[src/rtl/srec_emitter_if.sv]
// Byte-stream bus of srec_emitter: the memory read port on one side and the
// character stream to the UART transmitter on the other.
//   mem_read_enable   master -> slave  one-cycle read request
//   mem_read_address  master -> slave  byte address of the request
//   mem_read_byte     slave  -> master read data, valid one cycle after the request
//   char_data         master -> slave  ASCII character
//   char_valid        master -> slave  char_data is valid
//   char_ready        slave  -> master transmitter accepts char_data this cycle
interface srec_emitter_if;
  logic        mem_read_enable;
  logic [31:0] mem_read_address;
  logic [7:0]  mem_read_byte;
  logic [7:0]  char_data;
  logic        char_valid;
  logic        char_ready;

  modport master (
    output mem_read_enable,
    output mem_read_address,
    input  mem_read_byte,
    output char_data,
    output char_valid,
    input  char_ready
  );

  modport slave (
    input  mem_read_enable,
    input  mem_read_address,
    output mem_read_byte,
    input  char_data,
    input  char_valid,
    output char_ready
  );
endinterface

[src/rtl/srec_emitter.sv]
// Motorola S-record emitter. Dumps a byte-addressed memory region as S3 data
// records ("S3", count, 8-digit address, data, checksum, CR LF), one ASCII
// character per handshake, uppercase hex.
// Optional feature macro SREC_EMITTER_S7_EN: when defined, the dump ends with the
// terminator line "S70500000000FA" CR LF; otherwise it ends after the last S3 line.
// Ports:
//   clock, reset_n      clock and synchronous active-low reset
//   start               one-cycle pulse, accepted only while idle
//   start_address       first byte address, captured on accepted start
//   length              number of bytes to dump, captured on accepted start
//   busy                high from the cycle after an accepted start until done
//   done                one-cycle pulse after the final LF transfer
//   bus                 memory read port and character stream (srec_emitter_if.master)
module srec_emitter #(
  parameter int unsigned BYTES_PER_RECORD = 16,
  parameter int unsigned LENGTH_W         = 16
) (
  input  logic                clock,
  input  logic                reset_n,
  input  logic                start,
  input  logic [31:0]         start_address,
  input  logic [LENGTH_W-1:0] length,
  output logic                busy,
  output logic                done,
  srec_emitter_if.master      bus
);

  typedef enum logic [3:0] {
    StIdle, StRecS, StRecType, StCntHi, StCntLo, StAddr, StRdReq, StRdWait,
    StDataHi, StDataLo, StSumHi, StSumLo, StEolCr, StEolLf, StTerm
  } state_e;

  state_e              state_q;
  logic                busy_q, done_q;
  logic                char_valid_q;
  logic [7:0]          char_data_q;
  logic                mem_re_q;
  logic [31:0]         mem_addr_q;
  logic [31:0]         rec_addr_q;    // address field of the current record
  logic [31:0]         rd_ptr_q;      // next byte to read
  logic [LENGTH_W-1:0] remaining_q;   // bytes not yet assigned to a record
  logic [7:0]          rec_left_q;    // bytes still to emit in this record
  logic [7:0]          count_q;
  logic [7:0]          sum_q;         // running (uninverted) checksum
  logic [7:0]          byte_q;
  logic [2:0]          nib_idx_q;
`ifdef SREC_EMITTER_S7_EN
  logic [3:0]          term_idx_q;
`endif

  function automatic logic [7:0] hex(input logic [3:0] v);
    return (v < 4'd10) ? (8'h30 + {4'h0, v}) : (8'h37 + {4'h0, v});
  endfunction

`ifdef SREC_EMITTER_S7_EN
  function automatic logic [7:0] term_char(input logic [3:0] i);
    case (i)
      4'd0:    return "S";
      4'd1:    return "7";
      4'd3:    return "5";
      4'd12:   return "F";
      4'd13:   return "A";
      4'd14:   return 8'h0d;
      4'd15:   return 8'h0a;
      default: return "0";
    endcase
  endfunction
`endif

  // Parameters of the record about to start: taken from the start inputs when
  // idle, from the running pointers when chaining records.
  logic                xfer;
  logic [LENGTH_W-1:0] rec_rem;
  logic [31:0]         rec_addr;
  logic [7:0]          rec_n, rec_cnt, rec_sum0;
  logic                load_rec;

  assign xfer = char_valid_q & bus.char_ready;

  always_comb begin
    rec_rem  = (state_q == StIdle) ? length : remaining_q;
    rec_addr = (state_q == StIdle) ? start_address : rd_ptr_q;
    if (32'(rec_rem) >= BYTES_PER_RECORD) rec_n = 8'(BYTES_PER_RECORD);
    else                                  rec_n = 8'(rec_rem);
    rec_cnt  = rec_n + 8'd5;
    rec_sum0 = rec_cnt + rec_addr[31:24] + rec_addr[23:16] + rec_addr[15:8] + rec_addr[7:0];
    load_rec = ((state_q == StIdle) && start && (length != '0)) ||
               ((state_q == StEolLf) && xfer && (remaining_q != '0));
  end

  always_ff @(posedge clock) begin
    if (!reset_n) begin
      state_q      <= StIdle;
      busy_q       <= 1'b0;
      done_q       <= 1'b0;
      char_valid_q <= 1'b0;
      char_data_q  <= 8'h00;
      mem_re_q     <= 1'b0;
      mem_addr_q   <= 32'h0;
      rec_addr_q   <= 32'h0;
      rd_ptr_q     <= 32'h0;
      remaining_q  <= '0;
      rec_left_q   <= 8'h0;
      count_q      <= 8'h0;
      sum_q        <= 8'h0;
      byte_q       <= 8'h0;
      nib_idx_q    <= 3'd0;
`ifdef SREC_EMITTER_S7_EN
      term_idx_q   <= 4'd0;
`endif
    end else begin
      done_q   <= 1'b0;
      mem_re_q <= 1'b0;
      case (state_q)
        StIdle: begin
          if (start) begin
            if (length != '0) begin
              state_q      <= StRecS;
              busy_q       <= 1'b1;
              char_valid_q <= 1'b1;
              char_data_q  <= "S";
            end else begin
`ifdef SREC_EMITTER_S7_EN
              state_q      <= StTerm;
              term_idx_q   <= 4'd0;
              busy_q       <= 1'b1;
              char_valid_q <= 1'b1;
              char_data_q  <= "S";
`else
              done_q       <= 1'b1;
`endif
            end
          end
        end
        StRecS: if (xfer) begin
          state_q     <= StRecType;
          char_data_q <= "3";
        end
        StRecType: if (xfer) begin
          state_q     <= StCntHi;
          char_data_q <= hex(count_q[7:4]);
        end
        StCntHi: if (xfer) begin
          state_q     <= StCntLo;
          char_data_q <= hex(count_q[3:0]);
        end
        StCntLo: if (xfer) begin
          state_q     <= StAddr;
          nib_idx_q   <= 3'd0;
          char_data_q <= hex(rec_addr_q[31:28]);
        end
        StAddr: if (xfer) begin
          if (nib_idx_q != 3'd7) begin
            nib_idx_q   <= nib_idx_q + 3'd1;
            char_data_q <= hex(rec_addr_q[{3'd6 - nib_idx_q, 2'b00} +: 4]);
          end else begin
            state_q      <= StRdReq;
            char_valid_q <= 1'b0;
            mem_re_q     <= 1'b1;
            mem_addr_q   <= rd_ptr_q;
            rd_ptr_q     <= rd_ptr_q + 32'd1;
          end
        end
        StRdReq: state_q <= StRdWait;
        StRdWait: begin
          // Read data is valid in this cycle only.
          byte_q       <= bus.mem_read_byte;
          sum_q        <= sum_q + bus.mem_read_byte;
          state_q      <= StDataHi;
          char_valid_q <= 1'b1;
          char_data_q  <= hex(bus.mem_read_byte[7:4]);
        end
        StDataHi: if (xfer) begin
          state_q     <= StDataLo;
          char_data_q <= hex(byte_q[3:0]);
        end
        StDataLo: if (xfer) begin
          rec_left_q <= rec_left_q - 8'd1;
          if (rec_left_q != 8'd1) begin
            state_q      <= StRdReq;
            char_valid_q <= 1'b0;
            mem_re_q     <= 1'b1;
            mem_addr_q   <= rd_ptr_q;
            rd_ptr_q     <= rd_ptr_q + 32'd1;
          end else begin
            state_q     <= StSumHi;
            char_data_q <= hex(~sum_q[7:4]);
          end
        end
        StSumHi: if (xfer) begin
          state_q     <= StSumLo;
          char_data_q <= hex(~sum_q[3:0]);
        end
        StSumLo: if (xfer) begin
          state_q     <= StEolCr;
          char_data_q <= 8'h0d;
        end
        StEolCr: if (xfer) begin
          state_q     <= StEolLf;
          char_data_q <= 8'h0a;
        end
        StEolLf: if (xfer) begin
          if (remaining_q != '0) begin
            state_q     <= StRecS;
            char_data_q <= "S";
          end else begin
`ifdef SREC_EMITTER_S7_EN
            state_q      <= StTerm;
            term_idx_q   <= 4'd0;
            char_data_q  <= "S";
`else
            state_q      <= StIdle;
            char_valid_q <= 1'b0;
            busy_q       <= 1'b0;
            done_q       <= 1'b1;
`endif
          end
        end
`ifdef SREC_EMITTER_S7_EN
        StTerm: if (xfer) begin
          if (term_idx_q != 4'd15) begin
            term_idx_q  <= term_idx_q + 4'd1;
            char_data_q <= term_char(term_idx_q + 4'd1);
          end else begin
            state_q      <= StIdle;
            char_valid_q <= 1'b0;
            busy_q       <= 1'b0;
            done_q       <= 1'b1;
          end
        end
`endif
        default: begin
          state_q      <= StIdle;
          char_valid_q <= 1'b0;
          busy_q       <= 1'b0;
        end
      endcase

      if (load_rec) begin
        rec_addr_q  <= rec_addr;
        rd_ptr_q    <= rec_addr;
        remaining_q <= rec_rem - LENGTH_W'(rec_n);
        rec_left_q  <= rec_n;
        count_q     <= rec_cnt;
        sum_q       <= rec_sum0;
      end
    end
  end

  assign busy                 = busy_q;
  assign done                 = done_q;
  assign bus.char_valid       = char_valid_q;
  assign bus.char_data        = char_data_q;
  assign bus.mem_read_enable  = mem_re_q;
  assign bus.mem_read_address = mem_addr_q;

endmodule
[src/flat_wrapper.sv]
// flat-port wrapper written by rule: the top's interface ports become plain ports
module srec_emitter_flat 
#(
  parameter int unsigned BYTES_PER_RECORD = 16,
  parameter int unsigned LENGTH_W         = 16
)
  (clock, reset_n, start, start_address, length, busy, done, bus_mem_read_enable, bus_mem_read_address, bus_mem_read_byte, bus_char_data, bus_char_valid, bus_char_ready);
  srec_emitter_if bus_i ();
  input  logic clock;
  input  logic reset_n;
  input  logic start;
  input  logic [31:0] start_address;
  input  logic [LENGTH_W-1:0] length;
  output logic busy;
  output logic done;
  output wire logic [$bits(bus_i.mem_read_enable)-1:0] bus_mem_read_enable;
  output wire logic [$bits(bus_i.mem_read_address)-1:0] bus_mem_read_address;
  input wire logic [$bits(bus_i.mem_read_byte)-1:0] bus_mem_read_byte;
  output wire logic [$bits(bus_i.char_data)-1:0] bus_char_data;
  output wire logic [$bits(bus_i.char_valid)-1:0] bus_char_valid;
  input wire logic [$bits(bus_i.char_ready)-1:0] bus_char_ready;
  assign bus_mem_read_enable = bus_i.mem_read_enable;
  assign bus_mem_read_address = bus_i.mem_read_address;
  assign bus_i.mem_read_byte = bus_mem_read_byte;
  assign bus_char_data = bus_i.char_data;
  assign bus_char_valid = bus_i.char_valid;
  assign bus_i.char_ready = bus_char_ready;
  srec_emitter #(.BYTES_PER_RECORD(BYTES_PER_RECORD), .LENGTH_W(LENGTH_W)) u_core (.clock(clock), .reset_n(reset_n), .start(start), .start_address(start_address), .length(length), .busy(busy), .done(done), .bus(bus_i));
endmodule
[config.mk]
export PLATFORM = sky130hd
export DESIGN_NAME = srec_emitter_flat
export DESIGN_NICKNAME = d
export VERILOG_FILES = /design/src/rtl/srec_emitter_if.sv /design/src/rtl/srec_emitter.sv /design/src/flat_wrapper.sv
export SDC_FILE = /design/constraint.sdc
export NUM_CORES = 1
export LEC_CHECK = 0
export CORE_MARGIN = 2
export CORE_UTILIZATION = 35
export CTS_BUF_LIST = sky130_fd_sc_hd__clkbuf_16
export DETAILED_ROUTE_END_ITERATION = 16
export GPL_ROUTABILITY_DRIVEN = 0
export MAX_ROUTING_LAYER = met4
export SETUP_SLACK_MARGIN = 0.02
export SKIP_LAST_GASP = 1
export SLEW_MARGIN = 20
export SYNTH_ARGS = -nofsm -noshare
export SYNTH_HDL_FRONTEND = slang
export SYNTH_SLANG_ARGS = --single-unit
[constraint.sdc]
create_clock -name clock -period 6.7 [get_ports clock]
set_clock_uncertainty 0.1 [all_clocks]
set_input_delay 1.005 -clock clock [delete_from_list [all_inputs] [get_ports clock]]
set_output_delay 1.005 -clock clock [all_outputs]
set_load 0.1 [all_outputs]
# Word level (Yosys, flattened, before mapping)
# Cells that the tools add are included.
[word_totals]
regBits = 159
wordCells = 205
[op_classes]
n_addsub = 27
order_cmp = 9
eq_ne = 38
n_shift = 1
mux = 85
bitwise = 5
reduce_logical = 25
[ops]
columns = ["cell", "count"]
rows = [
  ["$mux W32", 10],
  ["$mux W8", 30],
  ["$pmux W32 S2", 2],
  ["$add A6 B4 Y7 const A", 16],
  ["$pmux W8 S13", 1],
  ["$mux W4", 15],
  ["$pmux W4 S14", 1],
  ["$add A8 B8 Y8", 5],
  ["$add A32 B1 Y32 const B", 1],
  ["$lt A4 B4 Y1 const B", 8],
  ["$reduce_bool A16 Y1", 2],
  ["$shiftx A32 B6 Y4", 1],
  ["$ne A2 B1 Y1 const B", 13],
  ["$eq A4 B4 Y1 const B", 6],
  ["$mux W1", 17],
  ["$reduce_and A17 Y1", 1],
  ["$eq A4 B3 Y1 const B", 4],
  ["$ge A16 B5 Y1 const B", 1],
  ["$mux W16", 1],
  ["$sub A16 B8 Y16", 1],
  ["$reduce_and A5 Y1", 3],
  ["$reduce_and A14 Y1", 1],
  ["$reduce_bool A13 Y1", 1],
  ["$ne A2 B2 Y1 const B", 6],
  ["28 further kinds", 43],
]

# Longest topological paths before layout
# Gate-level depths: netlist of run 1.
[logic_depth]
ltp_word = 10
mapped_depth = 24
ltp_nobuf = 21

# Worst setup path after synthesis of run 1
# No wires, ideal clock.
[synth_path]
kind = "input port to flip-flop"
startpoint = "input length[6]"
endpoint = "register u_core.sum_q[6]"
t_arrival_ns = 5.458
required_ns = 6.519
path_slack_ns = 1.061
path_stages = 20
n_path_buf = 1
path_cell_list = "or4_4 -> nor3_4 -> a2bb2o_4 -> buf_2 -> nor2_1 -> ha_1 -> xnor2_1 -> fa_1 -> fa_1 -> inv_1 -> fa_1 -> inv_1 -> ha_1 -> a21o_1 -> a21oi_1 -> o21bai_1 -> a21oi_1 -> xnor2_1 -> o21ai_0 -> a41oi_1"
[synth_via]
elab_chain_cells = 9
word_cells_on_any_way = 13
classes_between = "add/sub (5); order compare (1); mux (3); reduce/logical (4)"
[synth_lines]
columns = ["item", "line", "rtl"]
rows = [
  ["from (decl)", "flat_wrapper.sv:13", "input logic [LENGTH_W-1:0] length;"],
  ["$mux W16", "srec_emitter.sv:81", "rec_rem = (state_q == StIdle) ? length : remaining_q;"],
  ["$ge A16 B5 Y1", "srec_emitter.sv:83", "if (32'(rec_rem) >= BYTES_PER_RECORD) rec_n = 8'(BYTES_PER_RECORD);"],
  ["$mux W8", "srec_emitter.sv:83", ""],
  ["$add A8 B3 Y8", "srec_emitter.sv:85", "rec_cnt = rec_n + 8'd5;"],
  ["named net u_core.rec_cnt[2]", "srec_emitter.sv:75", "logic [7:0] rec_n, rec_cnt, rec_sum0;"],
  ["$add A8 B8 Y8 (4 in a row)", "srec_emitter.sv:86", "rec_sum0 = rec_cnt + rec_addr[31:24] + rec_addr[23:16] + rec_addr[15:8] + rec_addr[7:0];"],
  ["$mux W8", "srec_emitter.sv:239", "if (load_rec) begin"],
  ["to (signal assigned)", "srec_emitter.sv:168", "sum_q <= sum_q + bus.mem_read_byte;"],
  ["to (signal assigned)", "srec_emitter.sv:245", "sum_q <= rec_sum0;"],
  ["to (decl)", "srec_emitter.sv:44", "logic [7:0] sum_q;"],
]
# The timed path passes the listed nets, and every way through them passes these cells.
# A chain may end at the register's enable or synchronous reset.

# Worst setup path after layout of run 1
[layout_path]
startpoint = "input length[11]"
endpoint = "register u_core.sum_q[6]"
# The elaborated chain is that of the path after synthesis.

==> results by group, run 1 <==
Global routing
  – Largest net degree at the start of global routing: 89
  – Vias in the first global route: 9,255
  – Total gr overflow: 0
  – GRT Overall Usage: between 20% and 30%
  – First-pass GRT wire length: 51,360 um
  – Initial antenna violation count: 0

Place
  – Cells after DPL: 1,751
  – Post-DP HPWL: 23,390 um
  – Input/output buffers: 102

Layout
  – Antenna diode count: 0
  – FILL cells: 2,977
  – Layout cells sized above 1: 6.362%
  – Nets: 1,497
  – Area Overhead vs Synth: 19.12%
  – Final cell count without fillers: 1,783

Route
  – Met3 Wirelength: approximately 2100 um
  – DRT Pass-1 Iters: 5
  – Final wirelength: 32,260 um
  – Via count: 9,776
  – Post-route ant nets: 0
  – WL met1: 15,210 um
  – Routed length per instance: between 15 and 20 um
  – Top Layer Used: met4
  – Via density: roughly 5.5
  – Met2 Routed Length: 14,170 um
  – Post-route DRC: 0
  – DRT iter0 DRCs: 818

Timing
  – Setup-failing EPs final: 0
  – Rel. slew slack: 27.84%
  – Fin. Hold Viols: 0
  – Worst hold slack: 0.3563 ns
  – Max Clock Freq: 166.8 MHz
  – Max-slew violations: 0
  – Fin crit period: 5.996 ns
  – Final period utilization: 89.49%
  – Worst slew pin tran: 1.082 ns
  – Setup_tns: 0 ns
  – RSZ-0062 raised after global routing: no

Clock network
  – Hold-fix buffers, CTS: 0
  – Total CTS buffers: 17
  – Setup Fix Bufs, Post-CTS: 0
  – CTS tree: done
  – Number of gates resized after cts: 0
  – Worst-path clk slew: 0.08 ns
  – CTS root buf: clkbuf_16
  – Clk buf depth: 2
  – CTS sink cnt: 158
  – Worst skew pair latency: 0.45 ns
  – H-tree depth: 4

Setup path
  – Cell with the most instances on the worst path: fa_1
  – Critical setup path kind: input port to flop
  – Crit path max fanout: 11
  – Reg2reg setup slack: 1.01 ns
  – CP max stage cell: fa_1
  – WP data arrival: 6.26 ns
  – CP max stage delay: approximately 0.55 ns
  – Startpoint types: input port
  – Worst endpoint required time: ~7.0 ns
  – Critical path destination: u_core.sum_q[6]
  – Critical Path Source: length[11]
  – CP Capture Type: flop
  – Reg2reg start: u_core.state_q[0]
  – R2R cell count: 19
  – Critical path, cell by cell: clkdlybuf4s50_1, nor4_1, buf_4, nand3_1, a2bb2o_4, nor2_1, ha_1, xnor2_1, fa_1, fa_1, inv_1, fa_1, inv_1, ha_1, a21o_1, a21oi_1, o21bai_1, a21oi_1, xnor2_1, o21ai_0, a41oi_1
  – Reg2reg end: u_core.sum_q[6]

Floorplanning
  – Die Wd: 173.9 um
  – Core ar.: 0.02855 sq mm
  – Initial Util: 35.37%
  – Die height: about 170 um
  – I/O pin cnt: ~100
  – Die ar.: approximately 0.030 sq mm
  – Num rows: 62

Logic synthesis
  – Synth top area cells: dfxtp_1, nand2_1, a21oi_1
  – Most common library cells after synthesis: nand2_1, dfxtp_1, nor2_1
  – Synth Warn #: 0
  – Yosys reg bits: 158
  – Post-synth top area cell: dfxtp_1
  – Primary FF master, synth: dfxtp_1
  – Share of the synthesized area in the top cell type: 31.32%
  – Ys async rst share: 0%
  – EDFF count, synth: 0
  – Mapped cell area: around 0.010 sq mm
  – Syn_area_per_cell: 7.662 sq um
  – Post-Synthesis Cells: 1,318
  – Count of distinct cell types in the synthesized netlist: 80
  – Seq/Total Area, Yosys: a little under a third
  – Count leader, synth: nand2_1

Power
  – Pwr Density: ~500 mW/mm^2
  – Sequential power share: 23.1%
  – Power share of the clock group: 16.7%
  – Total power: 0.006182 W
  – Leak pwr: 4.441 nW
  – Comb power frac: between 60% and 70%
  – Maximum VDD drop: roughly 0.52 mV
  – Net Sw Frac: 49.00%
  – Sw Pwr: 0.003029 W
  – Cell Int Power: 0.003153 W

Run
  – Max_cap viols: 0

Status
  – Status: completed

Hold path
  – Hold Path Class: flop to flop
==> worst max-delay path, delay by kind of cell <==
kind	cells	cell delay, ns
buffers and inverters	4	0.80
adder cells (fa/ha/maj)	5	2.07
AND/OR/NAND/NOR	3	0.76
AO/OA/AOI/OAI	7	1.29
XOR/XNOR	2	0.32
==> cells in the final DEF (no fill, tap or decap), types with 12 or more instances in the layout <==
| cell type | count |
|---|---|
| xor2_1 | 28 |
| dfxtp_1 | 158 |
| o21ai_0 | 54 |
| nand2_1 | 222 |
| o211ai_1 | 14 |
| nand4_1 | 18 |
| nand3_1 | 31 |
| xnor2_1 | 30 |
| nor3_1 | 35 |
| nor4_1 | 12 |
| clkdlybuf4s50_1 | 102 |
| inv_1 | 65 |
| fa_1 | 21 |
| nor2_1 | 146 |
| a21oi_1 | 145 |
| buf_4 | 22 |
| a31oi_1 | 15 |
| clkbuf_16 | 17 |
| a211oi_1 | 16 |
| mux2i_1 | 30 |
| ha_1 | 30 |
==> layout make-up <==
type	instances	area (sq um)	area share (%)
Sequential cell	158	3163	26.30
Clock inverter	15	201.4	1.675
Multi-Input combinational cell	1019	6325	52.58
Tap cell	384	480.5	3.994
Clock buffer	17	425.4	3.537
Inverter	66	247.7	2.060
Timing Repair Buffer	124	1186	9.861
==> logic make-up after synthesis <==
group | count (synthesis) | synth area share [%]
and+or+nand+nor | 537 | 24.17
AOI/OAI and AO/OA | 328 | 20.18
DFF | 158 | 31.32
buffers and inverters | 143 | 6.245
xor gates and xnor gates | 58 | 5.030
adders and majority gates | 51 | 7.880
muxes | 41 | 5.092
other | 2 | 0.07437
==> per-layer routing <==
metal	vias up	GRT usage, %
li1	4744	-
met1	4604	30.33
met2	375	32.97
met3	53	3.355
met4	0	7.353
met5	-	-
==> worst min path at each step <==
| stage | startpoint | endpoint | cells after the start |
|---|---|---|---|
| after floorplan | u_core.rec_addr_q[1] | u_core.rec_addr_q[1] | 2 |
| after global placement | u_core.rec_addr_q[1] | u_core.rec_addr_q[1] | 2 |
| after detailed placement | u_core.bus.mem_read_address[11] | u_core.bus.mem_read_address[11] | 2 |
| after CTS | u_core.bus.mem_read_address[11] | u_core.bus.mem_read_address[11] | 2 |
| after global routing | u_core.bus.mem_read_address[2] | u_core.bus.mem_read_address[2] | 2 |
| final | u_core.bus.mem_read_address[11] | u_core.bus.mem_read_address[11] | 2 |
==> power groups by stage <==
stage	clock network (W)	registers (W)	logic (W)
final	0.00103	0.00143	0.00372
after global placement	0	0.00144	0.00365
after detailed placement	0	0.00144	0.00368
after floorplan	0	0.00151	0.00273
after global routing	0.00109	0.00146	0.00414
after CTS	0.00105	0.00142	0.00371
==> flip-flops by register name (all words and copies together), names as in the netlist, 7 cells and up <==
signal	count
u_core.bus.mem_read_address	32
u_core.rd_ptr_q	32
u_core.rec_addr_q	32
u_core.remaining_q	16
u_core.count_q	8
u_core.rec_left_q	8
u_core.sum_q	8
u_core.bus.char_data	7
==> stage by stage <==
stage / setup WS (ns) / utilization (%) / area, sq um
2_1_floorplan: 1.061 / - / 10110
3_3_place_gp: 0.4664 / 39.94 / 11400
3_5_place_dp: 0.3200 / 39.94 / 11400
4_1_cts: 0.7650 / 42.14 / 12030
5_1_grt: 0.4024 / 42.14 / 12030
6_report: 0.7040 / 42.14 / 12030
Note: power is estimated with default switching activity, not from simulation.
==> run 2: changes to the inputs <==
- CORE_MARGIN: 2 -> not set
==> run 2 against run 1 <==
  * Power is 1.4% lower
  * Die area is 2.3% lower
  * Register-to-register slack hardly changed
  * Highest routed layer unchanged
==> results by group, run 2 (synthesized netlist as in run 1, its figures left out) <==
Power
  – Leak pwr: 4.416 nW (-0.55%)
  – Sequential power share: 23.5% (+0.4 points)
  – Net Sw Frac: 48.79% (-0.22 points)
  – Sw Pwr: 0.002974 W (-1.8%)
  – Cell Int Power: 0.003122 W (-0.97%)
  – Pwr Density: 508.7 mW/mm^2 (-1.0%)
  – Power share of the clock group: 16.2% (-0.5 points)
  – Maximum VDD drop: 0.3845 mV (-25%)
  – Comb power frac: 60.3% (about the same)

Timing
  – Worst slew pin tran: 1.113 ns (+0.03010 ns)
  – RSZ-0062 raised after global routing: no
  – Rel. slew slack: 25.26% (-2.6 points)
  – Max Clock Freq: 167.2 MHz (+0.28%)
  – Final Worst Setup Slack: 0.7206 ns (+0.01665 ns)
  – Setup-failing EPs final: 0 (unchanged)
  – Setup_tns: 0 ns (unchanged)
  – Fin crit period: 5.979 ns (-0.01665 ns)
  – Final period utilization: 89.24% (-0.25 points)
  – Fin. Hold Viols: 0 (unchanged)
  – Max-slew violations: 0 (unchanged)

Setup path
  – Startpoint types: input port
  – Critical path, cell by cell: clkdlybuf4s50_1, or4_4, nor3_4, a2bb2o_4, nor2_1, ha_1, xnor2_1, fa_1, fa_1, inv_1, fa_1, inv_1, ha_1, a21o_1, a21oi_1, o21bai_1, a21oi_1, xnor2_1, o21ai_0, a41oi_1
  – CP Capture Type: flop
  – Crit path max fanout: 11 (unchanged)
  – Buf/Inv on CP: 3 (-1)
  – Critical setup path kind: input port to flop
  – Worst endpoint required time: 6.95 ns (-0.02 ns)
  – Cell with the most instances on the worst path: fa_1
  – WP data arrival: 6.23 ns (-0.03 ns)
  – CP max stage cell: or4_4
  – CP max stage delay: 0.58 ns (+0.03 ns)
  – Largest delay contributor family on the critical path: adder cells

Global routing
  – Total gr overflow: 0 (unchanged)
  – GRT Overall Usage: 22.87% (+0.85 points)
  – GRT busiest layer: met2
  – Vias in the first global route: 9,105 (-1.6%)
  – GRT met3 Usage: 3.227% (-0.13 points)
  – M2 GR Usage: 35.06% (+2.1 points)
  – Met1 Usage GRT: 31.48% (+1.1 points)
  – First-pass GRT wire length: 50,990 um (-0.71%)
  – Initial antenna violation count: 0 (unchanged)
  – Largest net degree at the start of global routing: 89 (unchanged)

Floorplanning
  – I/O pin cnt: 104 (unchanged)
  – Die Wd: 171.9 um (-1.2%)
  – Core ar.: 0.02809 sq mm (-1.6%)
  – Num rows: 61 (-1.6%)
  – Die ar.: 0.02954 sq mm (-2.3%)
  – Initial Util: 35.95% (+0.58 points)
  – Die height: 171.9 um (-1.2%)

Layout
  – Most frequent cells in the layout: nand2_1, dfxtp_1, nor2_1, a21oi_1, clkdlybuf4s50_1
  – Antenna diode count: 0 (unchanged)
  – Nets: 1,495 (-0.13%)
  – Area Overhead vs Synth: 18.67%
  – Commonest non-fill, non-tap cell in the layout: nand2_1
  – Layout cells sized above 1: 6.299% (-0.062 points)

Clock network
  – Worst skew pair latency: 0.44 ns (about the same)
  – CTS tree: done
  – Total CTS buffers: 17 (unchanged)
  – CTS sink cnt: 158 (unchanged)
  – Hold-fix buffers, CTS: 0 (unchanged)
  – Setup Fix Bufs, Post-CTS: 0 (unchanged)
  – CTS root buf: clkbuf_16
  – Worst-path clk slew: 0.08 ns (about the same)
  – Number of gates resized after cts: 0 (unchanged)
  – H-tree depth: 4 (unchanged)
  – Clk buf depth: 2 (unchanged)

Run
  – Max_cap viols: 0 (unchanged)

Route
  – Post-route DRC: 0 (unchanged)
  – Routed length per instance: 18.01 um (-0.46%)
  – DRT Pass-1 Iters: 5 (unchanged)
  – Post-route ant nets: 0 (unchanged)
  – Via density: 5.448 (-0.63%)
  – Via count: 9,671 (-1.1%)
  – Final wirelength: 31,970 um (-0.91%)
  – DRT iter0 DRCs: 810 (-0.98%)

Place
  – Pre-CTS worst setup slack: 0.2980 ns (-0.02207 ns)
  – Input/output buffers: 102 (unchanged)
  – Post-DP HPWL: 23,300 um (-0.39%)

Status
  – Status: completed

Hold path
  – Hold Path Class: flop to flop
-- run 2: cell types whose count changed in the layout (fill, tap and decap cells not counted) --
cell and delta:
buf_4 -2, clkinvlp_4 +1, clkinv_2 +1, inv_8 -2
clkinv_4 +2, nor2_1 -1, clkinv_8 -1, inv_12 -1
nor2_2 +1
-- run 2: final timing paths --
| kind | startpoint | to | slack, ns | cells after the start |
|---|---|---|---|---|
| max | length[5] | u_core.sum_q[6] | 0.72 | 20 |
| min | u_core.bus.mem_read_address[7] | u_core.bus.mem_read_address[7] | 0.35 | 2 |
| max reg2reg | u_core.state_q[1] | u_core.sum_q[7] | 1.01 | 20 |
| min reg2reg | u_core.bus.mem_read_address[7] | u_core.bus.mem_read_address[7] | 0.35 | 2 |
-- run 2: through the flow --
stage	hold WS, ns	std cells	power (W)	utilization (%)	cell area (sq um)
final	0.3546	1775	0.006097	42.67	11980
after global placement	0.3437	1743	0.005041	40.52	11380
after CTS	0.3575	1775	0.006093	42.66	11980
after floorplan	0.3331	1320	0.004243	-	10110
after global routing	0.3765	1775	0.006629	42.67	11980
after detailed placement	0.3463	1743	0.005086	40.52	11380
-- run 2: worst register-to-register path, delay by kind of cell, from the launching register on --
kind / cells / cell delay (ns)
XOR/XNOR: 2 / 0.27
adder cells (fa/ha/maj): 4 / 1.84
AND/OR/NAND/NOR: 4 / 1.12
flip-flops: 1 / 0.45
multiplexers: 1 / 0.45
buffers and inverters: 4 / 0.43
AO/OA/AOI/OAI: 5 / 0.92
-- run 2: power by group through the flow --
| stage | clock [W] | combinational, W | sequential (W) |
|---|---|---|---|
| final | 0.000988 | 0.00368 | 0.00143 |
| after detailed placement | 0 | 0.00364 | 0.00144 |
| after CTS | 0.00100 | 0.00367 | 0.00142 |
| after global routing | 0.00104 | 0.00412 | 0.00146 |
| after floorplan | 0 | 0.00273 | 0.00151 |
| after global placement | 0 | 0.00360 | 0.00144 |
-- run 2: area by class of cell --
| cell class | count | area, sq um |
|---|---|---|
| fillers | 2921 | 16100 |
| multi-input cells | 1019 | 6327 |
| flip-flops and latches | 158 | 3163 |
| repair buffers | 122 | 1171 |
| well taps | 378 | 473.0 |
| clock buffers | 17 | 425.4 |
| inverters | 66 | 247.7 |
| clock inverters | 15 | 176.4 |
-- run 2: layer usage --
metal / vias up / wire [um]
li1: 4750 / -
met1: 4556 / 15180
met2: 324 / 14370
met3: 41 / 1792
met4: 0 / 622
met5: - / 0
==> run 3: changes to the inputs <==
- clock period: 6.7 -> 6.6 ns (I/O delays scaled with it)
==> run 3 against run 2 <==
  * Cell count grew 0.23%
  * Power grew 2.9%
  * Flip-flop and latch count is the same
  * Critical path depth is the same
  * Critical endpoint unchanged
  * Largest power group unchanged
==> results by group, run 3 (synthesized netlist as in run 1, its figures left out) <==
Setup path
  – Critical path, cell by cell: clkdlybuf4s50_1, or4_4, nor3_4, a2bb2o_4, nor2_1, ha_1, xnor2_1, fa_1, fa_1, inv_1, fa_1, inv_1, ha_1, a21o_1, a21oi_1, o21bai_1, a21oi_1, xnor2_1, o21ai_0, a41oi_1
  – Startpoint types: input port
  – Buf/Inv on CP: 3 (unchanged)
  – CP Capture Type: flop
  – Reg2reg setup slack: 1.17 ns (+0.16 ns)
  – WP data arrival: 6.23 ns (about the same)
  – Worst endpoint required time: 6.86 ns (-0.09 ns)
  – Crit path max fanout: 11 (unchanged)
  – Reg2reg start: u_core.state_q[0]
  – CP max stage delay: 0.58 ns (about the same)
  – Critical setup path kind: input port to flop
  – Cell with the most instances on the worst path: fa_1
  – CP max stage cell: or4_4
  – Reg2reg end: u_core.sum_q[6]
  – R2R cell count: 19 (-5.0%)
  – Largest delay contributor family on the critical path: adder cells

Timing
  – Rel. slew slack: 25.95% (+0.69 points)
  – Max-slew violations: 0 (unchanged)
  – Max Clock Freq: 167.4 MHz
  – Setup-failing EPs final: 0 (unchanged)
  – Final Worst Setup Slack: 0.6246 ns (-0.09603 ns)
  – Fin. Hold Viols: 0 (unchanged)
  – Final period utilization: about nine tenths
  – RSZ-0062 raised after global routing: no
  – Worst slew pin tran: 1.107 ns (-0.005423 ns)
  – Fin crit period: between 5 and 6 ns
  – Setup_tns: 0 ns (unchanged)

Status
  – Status: completed

Floorplanning
  – Initial Util: 35.95% (unchanged)
  – Die ar.: 0.02954 sq mm (unchanged)
  – I/O pin cnt: 104 (unchanged)
  – Die Wd: 171.9 um (unchanged)
  – Num rows: 61 (unchanged)
  – Core ar.: 0.02809 sq mm (unchanged)
  – Die height: 171.9 um (unchanged)

Clock network
  – Total CTS buffers: 17 (unchanged)
  – Hold-fix buffers, CTS: 0 (unchanged)
  – CTS tree: done
  – Clk buf depth: 2 (unchanged)
  – CTS root buf: clkbuf_16
  – Worst skew pair latency: 0.44 ns (about the same)
  – H-tree depth: 4 (unchanged)
  – CTS sink cnt: 158 (unchanged)
  – Number of gates resized after cts: 0 (unchanged)
  – Setup Fix Bufs, Post-CTS: 0 (unchanged)
  – Worst-path clk slew: 0.08 ns (about the same)

Global routing
  – Vias in the first global route: 9,291 (+2.0%)
  – First-pass GRT wire length: 51,140 um (+0.30%)
  – Total gr overflow: 0 (unchanged)
  – GRT Overall Usage: 23.04% (+0.17 points)
  – Largest net degree at the start of global routing: 77 (-13%)
  – Initial antenna violation count: 0 (unchanged)

Run
  – Max_cap viols: 0 (unchanged)

Route
  – DRT Pass-1 Iters: 6 (+1)
  – Via count: 9,811 (+1.4%)
  – Post-route DRC: 0 (unchanged)
  – Final wirelength: 32,170 um (+0.65%)
  – Via density: 5.515 (+1.2%)
  – Routed length per instance: 18.09 um (+0.43%)
  – DRT iter0 DRCs: 735 (-9.3%)
  – Post-route ant nets: 0 (unchanged)

Layout
  – Nets: 1,499 (+0.27%)
  – Most frequent cells in the layout: nand2_1, dfxtp_1, nor2_1
  – Layout cells sized above 1: 6.495% (+0.20 points)
  – Final cell count without fillers: 1,779 (+0.23%)
  – Commonest non-fill, non-tap cell in the layout: nand2_1
  – Antenna diode count: 0 (unchanged)
  – FILL cells: 2,930 (+0.31%)
  – Area Overhead vs Synth: 19.24%

Power
  – Pwr Density: 520.9 mW/mm^2 (+2.4%)
  – Maximum VDD drop: 0.3691 mV (-4.0%)
  – Leak pwr: 4.451 nW (+0.80%)

Place
  – Cells after DPL: 1,747 (+0.23%)
  – Post-DP HPWL: 23,550 um (+1.1%)
  – Pre-CTS worst setup slack: 0.1936 ns (-0.1044 ns)
  – Input/output buffers: 102 (unchanged)

Hold path
  – Min-delay src: u_core.bus.mem_read_address[6]
  – Hold Path Cell Cnt: 2 (unchanged)
  – Hold EP: u_core.bus.mem_read_address[6]
  – Hold Path Class: flop to flop
==> run 3: cell type report <==
class / instances / area (sq um) / share of cell area [%]
Timing Repair Buffer: 126 / 1201 / 9.975
Sequential cell: 158 / 3163 / 26.27
Tap cell: 378 / 473.0 / 3.928
Clock buffer: 17 / 425.4 / 3.533
Clock inverter: 15 / 206.4 / 1.714
Multi-Input combinational cell: 1019 / 6325 / 52.53
Inverter: 66 / 247.7 / 2.057
==> run 3: worst max-delay path by stage <==
stage	start	to	slack [ns]	cells past startpoint
floorplan	length[6]	u_core.sum_q[6]	0.98	20
global placement	length[5]	u_core.sum_q[6]	0.35	20
detailed placement	length[5]	u_core.sum_q[6]	0.19	20
CTS	length[5]	u_core.sum_q[6]	0.64	20
global route	length[5]	u_core.sum_q[6]	0.31	20
finish	length[5]	u_core.sum_q[6]	0.62	20
==> run 3: report_power, final <==
group          switching, W  internal, W  leakage, nW  total [W]
sequential         0.000270      0.00118         1.29    0.00145
clock              0.000524     0.000528        0.304    0.00105
combinational       0.00228      0.00149         2.85    0.00377
==> run 3: worst register-to-register path, cell delays in order (launching register included) <==
cell and delay [ns]:
dfxtp_1 0.38, or4_4 0.65, nor3_4 0.28, a2bb2o_4 0.30, nor2_1 0.19, ha_1 0.22, xnor2_1 0.17, fa_1 0.48
fa_1 0.51, inv_1 0.05, fa_1 0.56, inv_1 0.06, ha_1 0.29, a21o_1 0.16, a21oi_1 0.24, o21bai_1 0.09
a21oi_1 0.18, xnor2_1 0.14, o21ai_0 0.10, a41oi_1 0.19
==> run 3: metal layers <==
metal | GRT usage (%) | vias up | wire, um
li1 | - | 4752 | -
met1 | 31.44 | 4655 | 15060
met2 | 34.45 | 353 | 14140
met3 | 3.731 | 51 | 2149
met4 | 7.888 | 0 | 822
met5 | - | - | 0
==> run 3: per-stage QoR <==
stage	hold WS (ns)	instance area, sq um	util, %	power (W)
floorplan	0.3331	10110	-	0.004308
global placement	0.3448	11410	40.62	0.005131
detailed placement	0.3502	11410	40.62	0.005179
CTS	0.3621	12040	42.87	0.006260
global route	0.3826	12040	42.87	0.006840
finish	0.3606	12040	42.87	0.006273
